===== src/rtl/mux_pkg.sv =====
// Shared defaults and select-width helper for the sequential channel mux.
package mux_pkg;

  localparam int DEF_N = 4;
  localparam int DEF_W = 2;

  // A one-bit select is kept even for degenerate channel counts so ports never collapse to zero width.
  function automatic int sel_width(input int n);
    return (n <= 2) ? 1 : $clog2(n);
  endfunction

endpackage


===== src/rtl/scan_counter.sv =====
// Auto-scan channel counter: load, increment, wrap from N-1 to 0, otherwise hold.
module scan_counter
  import mux_pkg::*;
#(
  parameter  int N  = DEF_N,
  localparam int SW = sel_width(N)
) (
  input  logic          clk,
  input  logic          rst,
  input  logic          load_i,
  input  logic [SW-1:0] load_val_i,
  input  logic          inc_i,
  output logic [SW-1:0] cnt_o
);

  localparam logic [SW-1:0] LAST = SW'(N - 1);

  logic [SW-1:0] cnt_q, cnt_d, base;

  // A load samples the loaded channel this cycle, so the counter moves one past it.
  always_comb begin
    base  = load_i ? load_val_i : cnt_q;
    cnt_d = cnt_q;
    if (load_i || inc_i) begin
      cnt_d = (base == LAST) ? '0 : base + SW'(1);
    end
  end

  always_ff @(posedge clk or posedge rst) begin
    if (rst) begin
      cnt_q <= '0;
    end else begin
      cnt_q <= cnt_d;
    end
  end

  assign cnt_o = cnt_q;

endmodule


===== src/rtl/seq_mux.sv =====
// Registered N-channel mux with manual select or auto-scan; one-cycle latency, valid pulses per sample.
module seq_mux
  import mux_pkg::*;
#(
  parameter  int N  = DEF_N,
  parameter  int W  = DEF_W,
  localparam int SW = sel_width(N)
) (
  input  logic            clk,
  input  logic            rst,
  input  logic [N*W-1:0]  in,
  input  logic [SW-1:0]   s,
  input  logic            mode,
  input  logic            en,
  output logic [W-1:0]    y,
  output logic [SW-1:0]   sel_q,
  output logic            valid
);

  localparam logic [SW:0] N_EXT = (SW + 1)'(N);

  logic          mode_q, mode_d;
  logic [W-1:0]  y_q, y_d;
  logic [SW-1:0] sel_d, idx, s_clip, cnt;
  logic          valid_q, valid_d;
  logic          entry, scan_inc;

  // Entry into scan mode seeds from s; a select past the last channel seeds channel 0.
  always_comb begin
    s_clip   = ({1'b0, s} < N_EXT) ? s : '0;
    entry    = en && mode && !mode_q;
    scan_inc = en && mode && mode_q;
    if (!mode) begin
      idx = s;
    end else if (entry) begin
      idx = s_clip;
    end else begin
      idx = cnt;
    end
  end

  scan_counter #(.N(N)) u_scan_counter (
    .clk        (clk),
    .rst        (rst),
    .load_i     (entry),
    .load_val_i (s_clip),
    .inc_i      (scan_inc),
    .cnt_o      (cnt)
  );

  always_comb begin
    y_d     = y_q;
    sel_d   = sel_q;
    valid_d = 1'b0;
    mode_d  = mode_q;
    if (en) begin
      y_d     = ({1'b0, idx} < N_EXT) ? in[idx*W +: W] : '0;
      sel_d   = idx;
      valid_d = 1'b1;
      mode_d  = mode;
    end
  end

  always_ff @(posedge clk or posedge rst) begin
    if (rst) begin
      y_q     <= '0;
      sel_q   <= '0;
      valid_q <= 1'b0;
      mode_q  <= 1'b0;
    end else begin
      y_q     <= y_d;
      sel_q   <= sel_d;
      valid_q <= valid_d;
      mode_q  <= mode_d;
    end
  end

  assign y     = y_q;
  assign valid = valid_q;

endmodule


===== config.mk =====
export PLATFORM = sky130hd
export DESIGN_NAME = seq_mux
export DESIGN_NICKNAME = d
export VERILOG_FILES = /design/src/rtl/mux_pkg.sv /design/src/rtl/scan_counter.sv /design/src/rtl/seq_mux.sv
export SDC_FILE = /design/constraint.sdc
export NUM_CORES = 1
export LEC_CHECK = 0
export ABC_AREA = 1
export BUFFER_PORTS_ARGS = -buffer_cell sky130_fd_sc_hd__buf_2
export CAP_MARGIN = 20
export CORE_AREA = 5 5 42 44
export CTS_BUF_LIST = sky130_fd_sc_hd__clkbuf_8 sky130_fd_sc_hd__clkbuf_16
export DETAILED_ROUTE_END_ITERATION = 8
export DIE_AREA = 0 0 47 49
export HOLD_SLACK_MARGIN = 0.1
export PLACE_DENSITY = 0.73
export SYNTH_ARGS = -nofsm -noshare
export SYNTH_HDL_FRONTEND = slang
export SYNTH_SLANG_ARGS = --single-unit

===== constraint.sdc =====
create_clock -name clk -period 1.3 [get_ports clk]
set_clock_uncertainty 0.15 [all_clocks]
set_input_delay 0.26 -clock clk [delete_from_list [all_inputs] [get_ports clk]]
set_output_delay 0.26 -clock clk [all_outputs]
set_load 0.01 [all_outputs]

==> results.md <==
- Drt via density: approximately 4.8
- Total congestion overflow: 0
- Slew margin rel.: approximately 80%
- CTS Sinks: 8
- Detailed Place HPWL: 991 um
- Worst Max-Slew Pin Slew: about 0.3 ns
- Die Area: roughly 2300 sq um
- TritonRoute pass-1 iters: 4
- Root Buffer: clkbuf_8
- Chip width: roughly 47 um
- Area growth, synth to finish: 39.7%
- Clk pin slew, worst setup/hold paths: approximately 0.04 ns
- Clock latency on the worst-skew pair: ~0.23 ns
- DRC viols: 0
- First-pass GRT wire length: slightly above 2000 um
- Sequential area share after synthesis: around 40%
- Initial Utilization: between 30% and 40%
- ANT cells: 0
- Gp weighted congestion: around 0.83
- Max Freq: just over 0.7 GHz
- Post-synthesis simple-gate area fraction: slightly below 40%
- CP arrival: 1.35 ns
- Failing checks: negative setup slack
- I/O pins: 19
- Rows: 14
- Clock power frac: between 30 and 40%
- Adder-Cell Fraction of Synth Area: 0%
- Antenna-violating nets left: 0
- RSZ-0062 raised after global routing: true
- Largest family of logic cells by synthesized area: simple AND/OR/NAND/NOR gates
- Core area: 1400 sq um
- CTS tree: done
- Initial DRC Count: 13
- Initial antenna violation count: 0
- Share of layout cells above drive strength 1: 38.5%
- Synth cell types: 14
- Setup WS post-layout: -0.0854 ns
- Most frequent CP cell: nand2_1
- Post-synthesis register bit count: 8
- Gate power share: a little under a third
- Number of port buffers: 18
- Synth area leader: dfrtp_1
- Post-Syn Area: around 500 sq um
- Gr usage total: around 12%
- Fin cells: approximately 110
- Mux cell area share after synthesis: 0%
- Ys Warns: 0
- Crit share post-route: 107%
- CP max FO: 5
- Max clock buf depth: 2
- XOR/XNOR Fraction of Synth Area: approximately 1.7%
- Placed Cells: around 110
- H-Tree Depth: 1
- Final Hold Vio Count: 0
- Setup bufs post-CTS: 0
- Yosys top cell area share: between 30% and 40%
- Switch Pwr: roughly 0.00028 W
- Pin count of the biggest net entering global routing: 9
- Area contributors post-synth: dfrtp_1 (40%), nand2_1 (16%), nand3_1 (12%), inv_1 (9.0%), nand2_2 (5.0%)
- Worst IR Drop VDD: between 0.0007 and 0.0008 V
- Synth async-reset ratio: 100%
- Worst-path cell with the longest stage delay: dfrtp_1
- Ys flop type: dfrtp_1
- Post-layout min period: around 1.4 ns
- Crit path capture type: flip-flop
- Final Net Count: around 110
- Worst Setup Start Kind: flip-flop
- HP Class: primary input to flip-flop
- Finish-stage setup viols: 3
- Syn_nets: 84
- Mapped Cells: 70
- Status: complete, but fails checks
- Lkg Pwr: between 0.4 and 0.5 nW
- Drt total wl: about 1300 um
- EDFF count, synth: 0
- Vias in the first global route: between 500 and 600
- Num CTS Buffers: 3
- Vias: 536
- Average size of a mapped cell: 7.17 sq um
- CP peak stage delay: between 0.3 and 0.4 ns
- Final slew viol count: 0
- Sw frac: ~31%
- Cell with the most instances after synthesis: nand2_1
- Vert. Die Dim: roughly 49 um
- Post-Route Setup TNS: -0.202 ns
- Crit path required time: approximately 1.3 ns
- WL/cell: 11.4 um
- Pint: 0.000628 W
- Fin Hold WS: slightly above 0.2 ns
- MaxCap Viol Count: 0
- Post-synthesis compound-gate area fraction: around 6%
- Critical Path, Cell by Cell: inv_2 -> nand3_2 -> nand2_2 -> nand3_2 -> nand2_2 -> nand2_1 -> nand3_1 -> nand2_1 -> nand2_1 -> nand2_1
- Setup CP Type: flip-flop to flip-flop
- Sequential Power Share: between 30% and 40%
- Most frequent cells after synthesis: nand2_1 (21), inv_1 (12), nand3_1 (12)
- Power per Cell Area: between 1000 and 1500 nW/um^2
sequential cells by signal, summed over array words and instances, names as in the netlist:
register	flops
y	2
mode_q	1
valid	1
sel_q	2
u_scan_counter.cnt_o	2
what timing repair did:
item,CTS,global route
hold buffers,1,0
pin swaps,1,1
endpoints found under the setup margin,4,4
gates cloned,0,0
resized for setup,5,1
hold endpoints to repair,8,0
per-stage QoR:
stage / total power [W] / setup slack [ns] / util, % / cell area [sq um]
after floorplan: 0.000487 / 0.0124 / - / 502
after global placement: 0.000586 / -0.0580 / 45.5 / 638
after CTS: 0.000923 / -0.0690 / 49.8 / 698
final: 0.000911 / -0.0854 / 50.0 / 701
after detailed placement: 0.000599 / -0.135 / 45.5 / 638
after global routing: 0.000976 / -0.168 / 50.0 / 701
layout make-up:
cell class | count | area (sq um)
clock buffers | 3 | 41.3
fillers | 140 | 701
inverters | 12 | 45.0
multi-input cells | 48 | 249
flip-flops and latches | 8 | 200
well taps | 16 | 20.0
repair buffers | 25 | 145
critical path, delay by kind of cell, from the launching register on:
| family | cells | cell delay (ns) |
|---|---|---|
| AND/OR/NAND/NOR | 9 | 0.66 |
| flip-flops | 1 | 0.37 |
| buffers and inverters | 1 | 0.09 |
final timing paths:
| check | from | slack [ns] | to | depth (start not counted) |
|---|---|---|---|---|
| min in group asynchronous | rst | 0.37 | u_scan_counter.cnt_o[1]$_DFFE_PP0P_ | 3 |
| worst max register to register | mode_q$_DFFE_PP0P_ | -0.09 | y[1]$_DFFE_PP0P_ | 10 |
| worst min register to register | y[0]$_DFFE_PP0P_ | 0.32 | y[0]$_DFFE_PP0P_ | 2 |
| max in group asynchronous | rst | 0.40 | y[1]$_DFFE_PP0P_ | 3 |
| worst min-delay path | en | 0.20 | valid$_DFF_PP0_ | 2 |
| worst max-delay path | mode_q$_DFFE_PP0P_ | -0.09 | y[1]$_DFFE_PP0P_ | 10 |
metal layers:
| metal | vias to the layer above | global-route usage, % | share of wire, % |
|---|---|---|---|
| met5 | - | 0 | 0 |
| met4 | 0 | 8.29 | 1.1 |
| met3 | 2 | 3.69 | 5.5 |
| met2 | 16 | 18.3 | 54 |
| met1 | 245 | 14.3 | 39 |
| li1 | 273 | - | - |
kinds of logic after synthesis:
family,after synthesis
compound gates,6
xor+xnor,1
buf+inv,14
flops,8
simple gates,41
power by group through the flow:
stage / Combinational [W] / Sequential [W] / Clock, W
final: 0.000290 / 0.000318 / 0.000303
after detailed placement: 0.000277 / 0.000322 / 0
after global routing: 0.000324 / 0.000324 / 0.000327
after floorplan: 0.000156 / 0.000331 / 0
after global placement: 0.000268 / 0.000318 / 0
after CTS: 0.000289 / 0.000319 / 0.000315
cells in the final DEF, fill, tap and decap left out, types with 2 or more instances in the layout:
cell and count:
buf_2 18, buf_4 6, clkbuf_8 3, dfrtp_1 8, inv_1 11, nand2_1 20, nand2_2 5, nand3_1 11
nand3_2 2, o21ai_0 3, o21ai_1 2
No activity file was read; power rests on OpenSTA's default activity.
